[src/rtl/monolith_pkg.sv]
// Shared definitions for the Monolith permutation over the Mersenne-31 field:
// the modulus, sizes, the per-round constant table and the sequencer state encoding.
package monolith_pkg;

  localparam logic [30:0] P          = 31'h7FFFFFFF;
  localparam int          NUM_ROUNDS = 6;
  localparam int          STATE_SIZE = 16;
  localparam int          RC_IDX_W   = (NUM_ROUNDS > 2) ? $clog2(NUM_ROUNDS - 1) : 1;

  typedef bit [30:0] word_t;

  typedef enum logic [1:0] {
    ST_IDLE = 2'd0,
    ST_RUN  = 2'd1,
    ST_DONE = 2'd2
  } fsm_e;

  // The final round adds no constant, so the table has NUM_ROUNDS-1 rows.
  localparam word_t RC [0:NUM_ROUNDS-2][0:STATE_SIZE-1] = '{
    '{31'h7FFFFFFE, 31'h00000000, 31'h02000000, 31'h03000000, 31'h04000000, 31'h05000000,
      31'h06000000, 31'h07000000, 31'h08000000, 31'h09000000, 31'h0A000000, 31'h0B000000,
      31'h0C000000, 31'h0D000000, 31'h0E000000, 31'h0F000000},
    '{31'h00000002, 31'h00000000, 31'h02000001, 31'h03000001, 31'h04000001, 31'h05000001,
      31'h06000001, 31'h07000001, 31'h08000001, 31'h09000001, 31'h0A000001, 31'h0B000001,
      31'h0C000001, 31'h0D000001, 31'h0E000001, 31'h0F000001},
    '{31'h00000001, 31'h00000000, 31'h02000002, 31'h03000002, 31'h04000002, 31'h05000002,
      31'h06000002, 31'h07000002, 31'h08000002, 31'h09000002, 31'h0A000002, 31'h0B000002,
      31'h0C000002, 31'h0D000002, 31'h0E000002, 31'h0F000002},
    '{31'h00000001, 31'h00000000, 31'h02000003, 31'h03000003, 31'h04000003, 31'h05000003,
      31'h06000003, 31'h07000003, 31'h08000003, 31'h09000003, 31'h0A000003, 31'h0B000003,
      31'h0C000003, 31'h0D000003, 31'h0E000003, 31'h0F000003},
    '{31'h00000000, 31'h00000000, 31'h02000004, 31'h03000004, 31'h04000004, 31'h05000004,
      31'h06000004, 31'h07000004, 31'h08000004, 31'h09000004, 31'h0A000004, 31'h0B000004,
      31'h0C000004, 31'h0D000004, 31'h0E000004, 31'h0F000004}
  };

endpackage

[src/rtl/monolith_add_rc.sv]
// Word-wise addition of one round's constants modulo p = 2^31-1.
// Purely combinational so a sponge wrapper can reuse it alongside the sequencer.
module monolith_add_rc
  import monolith_pkg::*;
#(
  parameter int WORD_WIDTH = 31,
  parameter int STATE_SIZE = monolith_pkg::STATE_SIZE,
  parameter int RND_W      = 3
) (
  input  logic [STATE_SIZE-1:0][WORD_WIDTH-1:0] state,
  input  logic [RND_W-1:0]                      rnd,
  output logic [STATE_SIZE-1:0][WORD_WIDTH-1:0] sum
);

  // One conditional subtract suffices because both operands are at most p.
  function automatic logic [WORD_WIDTH-1:0] add_mod(input logic [WORD_WIDTH-1:0] a,
                                                    input logic [WORD_WIDTH-1:0] b);
    logic [WORD_WIDTH:0] s;
    s = {1'b0, a} + {1'b0, b};
    if (s >= {1'b0, P}) s = s - {1'b0, P};
    return s[WORD_WIDTH-1:0];
  endfunction

  logic [RC_IDX_W-1:0] idx;

  always_comb begin
    idx = (rnd < RND_W'(NUM_ROUNDS - 1)) ? RC_IDX_W'(rnd) : '0;
    for (int i = 0; i < STATE_SIZE; i++) begin
      sum[i] = add_mod(state[i], RC[idx][i]);
    end
  end

endmodule

[src/rtl/monolith_round_sequencer.sv]
// Iterates the state through an external monolith_round NUM_ROUNDS times,
// adding round constants between iterations, with valid/ready ports on both sides.
module monolith_round_sequencer
  import monolith_pkg::*;
#(
  parameter int WORD_WIDTH    = 31,
  parameter int STATE_SIZE    = monolith_pkg::STATE_SIZE,
  parameter int NUM_ROUNDS    = monolith_pkg::NUM_ROUNDS,
  parameter int ROUND_LATENCY = 3
) (
  input  logic                                  clk,
  input  logic                                  reset,
  input  logic                                  in_valid,
  output logic                                  in_ready,
  input  logic [STATE_SIZE-1:0][WORD_WIDTH-1:0] in_state,
  output logic                                  out_valid,
  input  logic                                  out_ready,
  output logic [STATE_SIZE-1:0][WORD_WIDTH-1:0] out_state,
  output logic [STATE_SIZE-1:0][WORD_WIDTH-1:0] round_in,
  input  logic [STATE_SIZE-1:0][WORD_WIDTH-1:0] round_out,
  input  logic                                  round_valid,
  output logic                                  busy,
  output logic                                  err
);

  localparam int RND_W = (NUM_ROUNDS > 1) ? $clog2(NUM_ROUNDS) : 1;
  localparam int LAT_W = (ROUND_LATENCY > 1) ? $clog2(ROUND_LATENCY) : 1;

  localparam logic [1:0] IDLE = ST_IDLE;
  localparam logic [1:0] RUN  = ST_RUN;
  localparam logic [1:0] DONE = ST_DONE;

  localparam logic [LAT_W-1:0] LAT_RELOAD = LAT_W'(ROUND_LATENCY - 1);

  logic [1:0]                            fsm;
  logic [STATE_SIZE-1:0][WORD_WIDTH-1:0] state_reg;
  logic [STATE_SIZE-1:0][WORD_WIDTH-1:0] rc_sum;
  logic [RND_W-1:0]                      rnd;
  logic [LAT_W-1:0]                      lat_cnt;
  logic                                  last_rnd;

  monolith_add_rc #(
    .WORD_WIDTH (WORD_WIDTH),
    .STATE_SIZE (STATE_SIZE),
    .RND_W      (RND_W)
  ) u_add_rc (
    .state (round_out),
    .rnd   (rnd),
    .sum   (rc_sum)
  );

  assign last_rnd  = (rnd == RND_W'(NUM_ROUNDS - 1));
  assign in_ready  = (fsm == IDLE);
  assign out_valid = (fsm == DONE);
  assign busy      = (fsm != IDLE);
  assign out_state = state_reg;
  assign round_in  = state_reg;

  always_ff @(posedge clk or posedge reset) begin
    if (reset) begin
      fsm       <= IDLE;
      state_reg <= '0;
      rnd       <= '0;
      lat_cnt   <= '0;
      err       <= 1'b0;
    end else begin
      case (fsm)
        IDLE: begin
          if (in_valid) begin
            state_reg <= in_state;
            rnd       <= '0;
            lat_cnt   <= LAT_RELOAD;
            fsm       <= RUN;
          end
        end
        RUN: begin
          if (lat_cnt != '0) begin
            lat_cnt <= lat_cnt - LAT_W'(1);
          end else begin
            // Capture proceeds even without round_valid; the fault is only recorded.
            if (!round_valid) err <= 1'b1;
            state_reg <= last_rnd ? round_out : rc_sum;
            if (last_rnd) begin
              fsm <= DONE;
            end else begin
              rnd     <= rnd + RND_W'(1);
              lat_cnt <= LAT_RELOAD;
            end
          end
        end
        DONE: begin
          if (out_ready) fsm <= IDLE;
        end
        default: fsm <= IDLE;
      endcase
    end
  end

endmodule

[config.mk]
export PLATFORM = sky130hd
export DESIGN_NAME = monolith_round_sequencer
export DESIGN_NICKNAME = d
export VERILOG_FILES = /design/src/rtl/monolith_pkg.sv /design/src/rtl/monolith_add_rc.sv /design/src/rtl/monolith_round_sequencer.sv
export SDC_FILE = /design/constraint.sdc
export NUM_CORES = 2
export LEC_CHECK = 0
export BUFFER_PORTS_ARGS = -buffer_cell sky130_fd_sc_hd__buf_2
export CORE_AREA = 2 2 781 783
export DETAILED_ROUTE_END_ITERATION = 12
export DIE_AREA = 0 0 783 785
export GPL_ROUTABILITY_DRIVEN = 0
export GPL_TIMING_DRIVEN = 0
export PLACE_DENSITY = 0.33
export SYNTH_ARGS = -nofsm -noshare
export SYNTH_HDL_FRONTEND = slang
export SYNTH_HIERARCHICAL = 1
export SYNTH_SLANG_ARGS = --single-unit
[constraint.sdc]
create_clock -name clk -period 15.95 [get_ports clk]
set_input_delay 1.595 -clock clk [delete_from_list [all_inputs] [get_ports clk]]
set_output_delay 1.595 -clock clk [all_outputs]
set_load 0.005 [all_outputs]
==> flow_metrics.py <==
metrics = {
    "run_status": {
        "status": "completed",
    },
    "timing": {
        "rsz0062_at_grt": "no",
        "relSlewSlack_pct": 11.7,
        "hold_viol_final": 0,
        "fin_crit_sh_pct": 47.8,
        "fmax_mhz": 131,
        "slew_viol_final": 0,
        "worst_pin_slew_ns": 1.32,
        "period_minus_slack_ns": 7.62,
        "fin_ws_ns": 8.33,
        "setup_tns_ns": 0,
        "setup_viol": 0,
        "skew_ns": 0.0614,
    },
    "routing": {
        "wl_met2_microns": 279000,
        "routedWlPerCell_microns": 34.6,
        "first_pass_iters": 6,
        "wl_met3_microns": 54100,
        "routed_via_density": 4.10,
        "wirelength_met1_microns": 240000,
        "drtIter0Drc": 6798,
        "drc": 0,
        "top_layer": "met5",
        "ant_nets": 0,
        "vias": 71024,
        "wirelength_microns": 600000,
    },
    "yosys": {
        "synth_top_cell_by_area": "dfrtp_1",
        "ys_ff_latch": 504,
        "yosysWarnings": 6,
        "synth-seq-area-share_pct": 22.6,
        "syn_area_sq_mm": 0.0559,
        "yosys-top-cells-area": "dfrtp_1, a311oi_1, a2bb2oi_1, a22oi_1, buf_4",
        "synthFlopType": "dfrtp_1",
        "synth_cell_type_count": 103,
        "synth_nets": 7945,
        "synth_edf_count": 0,
        "async_flop_share_pct": 100,
        "syn-instance-count": 6869,
        "synth.avg_cell_area_sq_um": 8.13,
        "synth.top_cell.area_share_pct": 22.6,
    },
    "die": {
        "rows": 286,
        "die_h_microns": 785,
        "ios": 1993,
        "initial_utilization_pct": 9.23,
        "die_area_sq_mm": 0.615,
        "core_sq_mm": 0.605,
        "die_width_microns": 783,
    },
    "clock_network": {
        "clock_latency_ns": 0.89,
        "ctsHoldBuffers": 0,
        "cts_buffers": 90,
        "cts-root-buf": "clkbuf_16",
        "cts_setup_buffers": 0,
        "cts-resized-gates": 0,
        "cts_num_sinks": 504,
        "clk_pin_slew_ns": 0.06,
        "cts_tree": "yes",
        "cts_buffer_depth": 4,
        "htreeDepth": 3,
    },
    "setup_path": {
        "slowest_stage": "nor4b_1",
        "crit_top_cell": "buf_2",
        "crit_fanout": 10,
        "timing.rr.end": "out_state[21]",
        "crit_start": "rnd[2]",
        "cp.arrival_ns": 8.33,
        "endpoint": "out_state[21]",
        "worstSetupStartpointType": "register",
        "critPathRequiredTime_ns": 16.65,
        "worstReg2RegStart": "rnd[2]",
        "r2r_setup_slack_ns": 8.33,
        "ff2ff_path_depth": 20,
        "cp_cell_sequence": "buf_2 > and2_4 > buf_16 > or2_2 > inv_1 > ha_1 > a21oi_1 > or3_1 > clkbuf_1 > o22ai_1 > xor2_1 > nand3_1 > nor4b_1 > nand2_1 > o31ai_2 > buf_2 > nand4_1 > xnor2_1 > a311oi_1 > a2bb2oi_1",
        "end_kind": "register",
        "slowest_delay_ns": 0.93,
        "worstSetupPathType": "reg2reg",
    },
    "place": {
        "placed_area_sq_mm": 0.0765,
        "port_buffers": 1992,
        "place_ws_ns": 8.03,
        "dp.final_hpwl_microns": 522000,
        "placedCellCount": 16949,
    },
    "final_layout": {
        "layout-area-overhead-vs-synth_pct": 43.2,
        "final_nets": 10053,
        "final_core_util_pct": 13.2,
        "layout-drive-gt1-share_pct": 32.7,
        "final_area_sq_mm": 0.0800,
        "final_cells": 17335,
    },
    "power": {
        "pwr-share-clk_pct": 13.6,
        "irDropWorstVdd_uv": 81.5,
        "p_leak_nw": 28.8,
        "p_sw_mw": 8.41,
        "seq_power_share_pct": 20.9,
        "p_comb_share_pct": 65.5,
        "power_density_mw_per_mm2": 193,
        "internal-power_mw": 7.02,
        "swShare_pct": 54.5,
    },
    "global_route": {
        "grt_pass1_wl_microns": 746000,
        "grt_pass1_vias": 65904,
        "grt_antenna_before_repair": 437,
        "overflow": 0,
        "grt_util_all_layers_pct": 18.5,
        "grt_max_degree": 90,
    },
    "hold_path": {
        "hold_path_startpoint": "err",
        "min_path_type": "reg2reg",
    },
    "job": {
        "cap_viol_max_count": 0,
    },
}
==> cell usage in the layout (no fill, tap or decap), drive strengths merged, types with 239 or more instances in the layout <==
cell     instances
a311oi         507
clkbuf         495
nand3          239
buf           2694
dfrtp          504
a22oi          505
xnor2          419
nor2           377
nand2          430
a2bb2oi        504
==> worst min-delay path by stage <==
stage	to	slack, ns	cells after the start
global route	err	0.50	1
CTS	err	0.48	1
floorplan	err	0.47	1
global placement	err	0.46	1
detailed placement	err	0.46	1
finish	err	0.48	1
==> metal layers <==
metal	global-route usage, %	vias up
li1	-	30879
met1	22.2	35684
met2	30.4	3324
met3	6.18	919
met4	7.07	218
met5	0.256	-
==> worst max-delay path, delay by kind of cell (launching register included) <==
family | cells | cell delay, ns
flops | 1 | 0.43
compound gates | 5 | 2.22
simple gates | 7 | 2.45
buf+inv | 5 | 1.50
fa+ha+maj | 1 | 0.31
xor+xnor | 2 | 0.54
==> synth_stat cells, drive strengths merged, types with 34 or more instances <==
| library cell | instances |
|---|---|
| a2bb2oi | 504 |
| or4 | 35 |
| a21o | 39 |
| nor3b | 41 |
| or3 | 54 |
| nor4 | 105 |
| a21oi | 165 |
| nand2 | 430 |
| inv | 102 |
| dfrtp | 504 |
| and3 | 97 |
| nor4b | 42 |
| buf | 678 |
| a31oi | 53 |
| nand2b | 45 |
| clkbuf | 379 |
| nor3 | 156 |
| xor2 | 230 |
| a211oi | 63 |
| o21ai | 148 |
| and2 | 108 |
| nor2b | 61 |
| nand3 | 239 |
| ha | 64 |
| xnor2 | 419 |
| nand3b | 34 |
| and4 | 40 |
| o211ai | 36 |
| a311oi | 507 |
| or2 | 37 |
| nand4b | 39 |
| nand4 | 133 |
| nor2 | 377 |
| a22oi | 505 |
==> state kept, by name (all words and copies together) (netlist names) <==
signal and count:
fsm 2, err 1, rnd 3, out_state 496, lat_cnt 2
==> power by group through the flow <==
stage | registers (mW) | logic (mW) | clock network, mW
after floorplan | 2.49 | 4.94 | 0
after global placement | 3.29 | 10.2 | 0
after detailed placement | 3.28 | 10.3 | 0
after CTS | 3.27 | 10.3 | 2.20
after global routing | 3.29 | 10.8 | 2.22
final | 3.23 | 10.1 | 2.10
==> through the flow <==
step	hold WS [ns]	power [mW]
CTS	0.479	15.8
finish	0.480	15.4
floorplan	0.468	7.43
global placement	0.462	13.5
detailed placement	0.461	13.5
global route	0.500	16.3
==> cells by family (layout without fill, tap and decap cells) <==
| group | count (synthesis) | after routing | synth area share (%) |
|---|---|---|---|
| flip-flops | 504 | 504 | 22.6 |
| buffers and inverters | 1159 | 3327 | 11.5 |
| AND/OR/NAND/NOR | 2116 | 2116 | 20.4 |
| AO/OA/AOI/OAI | 2327 | 2327 | 32.6 |
| adder cells (fa/ha/maj) | 79 | 79 | 1.97 |
| multiplexers | 34 | 34 | 0.676 |
| other | 0 | 234 | 0 |
| XOR/XNOR | 650 | 650 | 10.2 |
==> layout make-up <==
type                    instances  area (sq um)
diodes                        234           586
plain buffers                1057          6090
clock buffers                 116          2500
clock inverters                36           392
fillers                     70513        525000
inverters                     102           390
multi-input cells            5206         36800
flip-flops and latches        504         12600
well taps                    8064         10100
repair buffers               2016         10500
Note: power is estimated with default switching activity, not from simulation.
